### src/rtl/pipeline_hazard_ctrl.sv
// Pipeline hazard controller: load-use stall insertion, branch/jump redirect flush,
// EX-stage operand forwarding selects and saturating stall/flush performance counters.
module pipeline_hazard_ctrl #(
  parameter int unsigned N_STAGES     = 5,
  parameter int unsigned RESOLVE_IDX  = 3,
  parameter int unsigned LOAD_BUBBLES = 2,
  parameter int unsigned ADDR_W       = 5,
  parameter int unsigned CNT_W        = 16
) (
  input  logic                clk,
  input  logic                arst_n,
  input  logic                enable,
  input  logic [ADDR_W-1:0]   rs_ID,
  input  logic [ADDR_W-1:0]   rt_ID,
  input  logic [ADDR_W-1:0]   rs_EX,
  input  logic [ADDR_W-1:0]   rt_EX,
  input  logic [ADDR_W-1:0]   waddr_EX,
  input  logic                mem_read_EX,
  input  logic [ADDR_W-1:0]   waddr_MEM,
  input  logic                reg_write_MEM,
  input  logic                mem_2_reg_MEM,
  input  logic [ADDR_W-1:0]   waddr_WB,
  input  logic                reg_write_WB,
  input  logic                redirect_MEM,
  output logic [N_STAGES-1:0] pipeline_en,
  output logic [N_STAGES-1:0] flush,
  output logic [1:0]          fwd_rs,
  output logic [1:0]          fwd_rt,
  output logic [CNT_W-1:0]    stall_count,
  output logic [CNT_W-1:0]    flush_count,
  output logic [1:0]          state
);

  typedef enum logic [1:0] {
    S_IDLE  = 2'd0,
    S_RUN   = 2'd1,
    S_STALL = 2'd2,
    S_FLUSH = 2'd3
  } state_t;

  // The hazard cycle itself is the first held cycle, so the counter only covers the rest.
  localparam logic [1:0]       BUB_LOAD = 2'(LOAD_BUBBLES - 1);
  localparam logic [CNT_W-1:0] CNT_ONE  = CNT_W'(1);

  state_t              state_q, state_d;
  logic [1:0]          bub_q, bub_d;
  logic                load_use;
  logic                active;
  logic                stall_cond;
  logic                stall_hold;
  logic                accept_redirect;
  logic [N_STAGES-1:0] redirect_mask;
  logic [1:0]          fwd_rs_raw, fwd_rt_raw;

  assign load_use = mem_read_EX && (waddr_EX != '0) &&
                    ((waddr_EX == rs_ID) || (waddr_EX == rt_ID));

  assign active          = enable && (state_q != S_IDLE);
  assign stall_cond      = (state_q == S_STALL) || load_use;
  assign accept_redirect = active && redirect_MEM;
  assign stall_hold      = active && !redirect_MEM && stall_cond;

  assign state = state_q;

  always_comb begin
    redirect_mask = '0;
    for (int unsigned i = 0; i < N_STAGES; i++) begin
      redirect_mask[i] = (i >= 1) && (i <= RESOLVE_IDX);
    end
  end

  always_ff @(posedge clk or negedge arst_n) begin
    if (!arst_n) begin
      state_q <= S_IDLE;
      bub_q   <= '0;
    end else begin
      state_q <= state_d;
      bub_q   <= bub_d;
    end
  end

  always_comb begin
    state_d = state_q;
    bub_d   = bub_q;
    if (!enable) begin
      state_d = S_IDLE;
      bub_d   = '0;
    end else begin
      case (state_q)
        S_IDLE: begin
          state_d = S_RUN;
          bub_d   = '0;
        end
        S_RUN, S_FLUSH: begin
          if (redirect_MEM) begin
            state_d = S_FLUSH;
            bub_d   = '0;
          end else if (load_use) begin
            bub_d   = BUB_LOAD;
            state_d = (BUB_LOAD != '0) ? S_STALL : S_RUN;
          end else begin
            state_d = S_RUN;
          end
        end
        S_STALL: begin
          if (redirect_MEM) begin
            state_d = S_FLUSH;
            bub_d   = '0;
          end else if (bub_q <= 2'd1) begin
            state_d = S_RUN;
            bub_d   = '0;
          end else begin
            bub_d = bub_q - 2'd1;
          end
        end
        default: begin
          state_d = S_IDLE;
          bub_d   = '0;
        end
      endcase
    end
  end

  // MEM-stage ALU result beats WB; a load in MEM cannot forward yet.
  always_comb begin
    fwd_rs_raw = 2'd0;
    fwd_rt_raw = 2'd0;
    if (reg_write_MEM && !mem_2_reg_MEM && (waddr_MEM != '0) && (waddr_MEM == rs_EX))
      fwd_rs_raw = 2'd2;
    else if (reg_write_WB && (waddr_WB != '0) && (waddr_WB == rs_EX))
      fwd_rs_raw = 2'd1;
    if (reg_write_MEM && !mem_2_reg_MEM && (waddr_MEM != '0) && (waddr_MEM == rt_EX))
      fwd_rt_raw = 2'd2;
    else if (reg_write_WB && (waddr_WB != '0) && (waddr_WB == rt_EX))
      fwd_rt_raw = 2'd1;
  end

  always_comb begin
    pipeline_en = '0;
    flush       = '0;
    fwd_rs      = 2'd0;
    fwd_rt      = 2'd0;
    if (active) begin
      pipeline_en = '1;
      fwd_rs      = fwd_rs_raw;
      fwd_rt      = fwd_rt_raw;
      if (redirect_MEM) begin
        flush = redirect_mask;
      end else if (stall_cond) begin
        pipeline_en[1:0] = 2'b00;
        flush[2]         = 1'b1;
      end
    end
  end

  always_ff @(posedge clk or negedge arst_n) begin
    if (!arst_n) begin
      stall_count <= '0;
      flush_count <= '0;
    end else begin
      if (stall_hold && (stall_count != '1))
        stall_count <= stall_count + CNT_ONE;
      if (accept_redirect && (flush_count != '1))
        flush_count <= flush_count + CNT_ONE;
    end
  end

endmodule

### config.mk
export PLATFORM = sky130hd
export DESIGN_NAME = pipeline_hazard_ctrl
export DESIGN_NICKNAME = d
export VERILOG_FILES = /design/src/rtl/pipeline_hazard_ctrl.sv
export SDC_FILE = /design/constraint.sdc
export NUM_CORES = 1
export LEC_CHECK = 0
export BUFFER_PORTS_ARGS = -buffer_cell sky130_fd_sc_hd__buf_2
export CORE_ASPECT_RATIO = 1.5
export CORE_MARGIN = 2
export CORE_UTILIZATION = 49
export DETAILED_ROUTE_END_ITERATION = 10
export PLACE_DENSITY_LB_ADDON = 0.08
export SETUP_SLACK_MARGIN = 0.05
export SLEW_MARGIN = 20
export SYNTH_ARGS = -nofsm -noshare
export SYNTH_HDL_FRONTEND = slang
export SYNTH_SLANG_ARGS = --single-unit
### constraint.sdc
create_clock -name clk -period 2.7 [get_ports clk]
set_input_delay 0.135 -clock clk [delete_from_list [all_inputs] [get_ports clk]]
set_output_delay 0.135 -clock clk [all_outputs]
set_load 0.03 [all_outputs]
# ---- After elaboration in Yosys (flattened, before gate mapping)
# Cells that the tools add are included.
dict set report classes {
  addsub 3
  multipliers 0
  n_div 0
  order_cmp 1
  eq_ne 13
  shift 0
  mux 26
  bitwise 0
  n_reduce_logical 25
}
# op count
set op_table {}
lappend op_table {{2-bit 2-to-1 mux} 17}
lappend op_table {{16-bit by 1-bit adder with 16-bit output (second input constant)} 2}
lappend op_table {{16-bit != test (second input constant)} 2}
lappend op_table {{5-bit == test} 6}
lappend op_table {{1-bit logical AND} 15}
lappend op_table {{5-bit nonzero test} 3}
lappend op_table {{2-bit case mux with 3 select lines} 2}
lappend op_table {{5-bit 2-to-1 mux} 2}
lappend op_table {{1-bit 2-to-1 mux} 5}
lappend op_table {{2-bit == test (second input constant)} 2}
lappend op_table {{4-bit by 3-bit != test with 1-bit output (second input constant)} 1}
lappend op_table {{4-bit != test (second input constant)} 1}
lappend op_table {{2-bit by 1-bit == test with 1-bit output (second input constant)} 1}
lappend op_table {{2-bit by 1-bit <= comparator with 1-bit output (second input constant)} 1}
lappend op_table {{1-bit logical NOT} 2}
lappend op_table {{2-bit logical NOT} 1}
lappend op_table {{1-bit logical OR} 2}
lappend op_table {{2-bit nonzero test} 1}
lappend op_table {{2-bit OR reduction} 1}
lappend op_table {{2-bit by 1-bit subtractor with 2-bit output (second input constant)} 1}
dict set report totals {
  regBits 36
  latch_bits 0
  ram_bits 0
  mem_bits_ro 0
  input_bits 43
  output_inout_bits 48
  wordCells 72
  n_memories 0
}

# ---- Longest topological paths before layout
dict set report logic_depth {
  depth_word 7
  depth_mapped 7
  ltp_nobuf 6
}

# ---- Worst setup path after synthesis
# Ideal clock, no wire load.
dict set report synth_path {
  kind {register -> register}
  from {register stall_count[0]}
  to {register stall_count[12]}
  setup_time_ns 0.104
  t_arrival_ns 2.193
  t_required_ns 2.596
  slack_ns 0.403
  stages_incl_launch_ff 7
  n_path_buf 0
  period_less_slack_ns 2.297
  path_cell_list {dfrtp_1 -> ha_1 -> nand3_1 -> or4_4 -> or4_1 -> or3_1 -> o311ai_1}
}
dict set report synth_between {
  elab_chain_len 2
  word_cells_on_any_way 3
  classes_between {add/sub (1); eq/ne (1); reduce/logical (1)}
}
# item line
set synth_lines {}
lappend synth_lines {{start, declared} 29} ;# output logic [CNT_W-1:0] stall_count,
lappend synth_lines {{start signal, assigned} 162} ;# stall_count <= stall_count + CNT_ONE;
lappend synth_lines {{branches (longest 2 deep; another with 16-bit by 1-bit adder with 16-bit output)} -}
# Several ways; the timed one is not identified.
# A chain may end at the register's enable or synchronous reset.

# ---- Worst setup path after layout
dict set report layout_path {
  from {register stall_count[0]}
  to {register stall_count[1]}
}
# Same word-level chain as after synthesis.

==> results.toml <==
[cts]
cts_made_buffers = 5
post_cts_resized = 0
h-tree-depth = 2
cts_tree = "built"
cts_root_buf = "clkbuf_8"
clk_pin_slew_ns = 0.07
cts_buffer_depth = 2
clock_latency_ns = 0.29
clock-sinks = 36

[placed_design]
place_congestion = 0.7973
port_buffers = 88
hpwl_um = 4055

[global_routing]
grt_pass1_wl_um = 8901
grt.overflow.total = 0
antenna_found_initial = 0
grtUsageTotal_pct = 21.50
grt_pass1_vias = 2062
grt_max_degree = 37

[setup_path]
critPathKind = "reg2reg"
crit_path_max_incr_delay_ns = 0.77
worstPathRequired_ns = 2.87
path_cells = "ha_1 -> nand3_1 -> or4_4 -> a2bb2oi_1 -> nand2_1 -> mux2_2"
path_buf_inv = 0
arrival_ns = 2.50
startpoint_type = "flip-flop"
path_delay_family = "compound AO/OA/AOI/OAI gates"
crit_slowest_cell = "a2bb2oi_1"
crit_fanout = 13
crit_path_end_kind = "flip-flop"

[pwr]
ir_drop_mv = 0.4334
power_density_nw_per_um2 = 532.0
power_w = 0.001518
p_leak_nw = 1.375

[die]
fp.dieW_um = 59.72
core_area_um2 = 4504
num_rows = 30
start_util_pct = 50.67
dieArea_um2 = 5231
fp.dieH_um = 87.59
ioPinCount = 91

[sta]
fin_crit_sh_pct = 86.33
fmax_ghz = 0.4290
relSlewSlack_pct = 35.75
tns_ns = 0
rsz0062_at_grt = "false"
finalHoldViolCount = 0
slew_viol_final = 0
worst_pin_slew_ns = 0.9600
setup-violations-final = 0
finalClockSkew_ns = 0.006625
period_needed_ns = 2.331

[route]
viasPerCell = 5.499
ant_nets = 0
first_pass_iters = 4
drtIter0Drc = 72
vias = 2073
wl_per_cell_um = 14.05
drc_errors = 0
wl_um = 5296

[logic_synthesis]
ys_seq_elements = 36
ys.flop_type = "dfrtp_1"
synthArstFlopShare_pct = 100.0
synth_top_area_cell = "dfrtp_1"
yosysMostFrequentCell = "xnor2_1"
synth_commonest_cells = "xnor2_1 (45), dfrtp_1 (36), nand2_1 (26)"
synth_top_cells_by_area = "dfrtp_1 (39%), xnor2_1 (17%), xor2_1 (5.4%), nand3_1 (5.3%), nand2_1 (4.3%)"
post_synth.cell_area_avg_um2 = 9.509
synth.distinct_cells = 40
synth_top_area_share_pct = 39.47
syn_inst = 240
ys_seq_area_share_pct = 39.47
syn_area_um2 = 2282
synth_edf_count = 0
ys_warn_count = 0

[final_layout]
drive_gt1_share_pct = 31.31
nNetsFinal = 373
n_antenna_cell = 0
syn_to_final_growth_pct = 25.00

[run_status]
status = "finished clean"

[run]
cap_viol_max_count = 0

[hold_path]
min_path_type = "in2reg"
-- worst reg2reg max path: cells and delay by family, from the launching register on --
kind            cells  cell delay, ns
fa+ha+maj           1            0.24
compound gates      1            0.77
simple gates        3            0.46
mux                 1            0.32
flops               1            0.43
-- stage by stage --
| step | instance area [um^2] | utilization (%) | instances | setup WS (ns) | hold slack (ns) |
|---|---|---|---|---|---|
| 2_1_floorplan | 2286 | - | 241 | 0.4035 | -0.1606 |
| 3_3_place_gp | 2735 | 60.72 | 368 | 0.4669 | 0.2597 |
| 3_5_place_dp | 2735 | 60.72 | 368 | 0.3618 | 0.2695 |
| 4_1_cts | 2853 | 63.33 | 377 | 0.3502 | 0.1186 |
| 5_1_grt | 2853 | 63.33 | 377 | 0.1337 | 0.1666 |
| 6_report | 2853 | 63.33 | 377 | 0.3691 | 0.1237 |
-- routing by layer --
metal / GRT usage [%] / routed length, um
met5: 0 / 0
met4: 7.273 / 72
met3: 2.954 / 339
met2: 38.04 / 2583
met1: 26.24 / 2299
-- logic make-up after synthesis --
family          count (synthesis)  synth area share [%]
compound gates                 24                 7.128
xor+xnor                       59                 22.64
fa+ha+maj                       2                 1.096
buf+inv                        15                 3.728
flops                          36                 39.47
mux                             2                0.9868
other cells                     1                0.1643
simple gates                  101                 24.78
-- layout by cell type, fill, tap and decap left out, types with 2 or more instances in the layout --
master / instances
and3_1: 8
or3_1: 2
clkbuf_8: 5
nand3_1: 24
xor2_1: 14
dfrtp_1: 36
and4_1: 5
nor2b_1: 4
inv_1: 3
o21ai_0: 8
nor3_1: 4
or4_1: 7
o21a_1: 3
o31a_1: 2
conb_1: 2
a21oi_1: 2
nand2_1: 26
nor4_1: 5
ha_1: 2
xnor2_1: 45
buf_4: 3
nand4_1: 6
mux2_2: 2
buf_2: 88
nor2_1: 3
a31oi_1: 2
-- layout make-up --
cell class | count | area [um^2]
Tap cell | 48 | 60.06
Clock inverter | 2 | 35.03
Multi-Input combinational cell | 190 | 1300
Fill cell | 410 | 1652
Clock buffer | 6 | 72.57
Timing Repair Buffer | 92 | 473.0
Sequential cell | 36 | 900.9
Inverter | 3 | 11.26
-- final timing paths --
| kind | cells past startpoint | end | slack [ns] | start |
|---|---|---|---|---|
| max in group asynchronous | 2 | bub_q[0] | 1.72 | arst_n |
| setup reg to reg | 6 | stall_count[1] | 0.37 | stall_count[0] |
| hold / removal | 3 | state[0] | 0.12 | enable |
| setup / recovery | 6 | stall_count[1] | 0.37 | stall_count[0] |
| min in group asynchronous | 2 | stall_count[2] | 0.47 | arst_n |
| hold reg to reg | 1 | flush_count[10] | 0.49 | flush_count[10] |
-- flip-flops by register name, indices dropped and copies added, names as in the netlist --
register     flops
flush_count     16
stall_count     16
bub_q            2
state            2
-- repair_timing --
item,CTS,global route
endpoints found under the hold margin,36,0
setup buffers,0,0
hold buffers,1,0
-- where the power goes --
group	switching, W	internal [W]
combinational	0.000253	0.000148
clock	0.000191	0.000274
sequential	0.0000623	0.000589
Note: power is estimated with default switching activity, not from simulation.
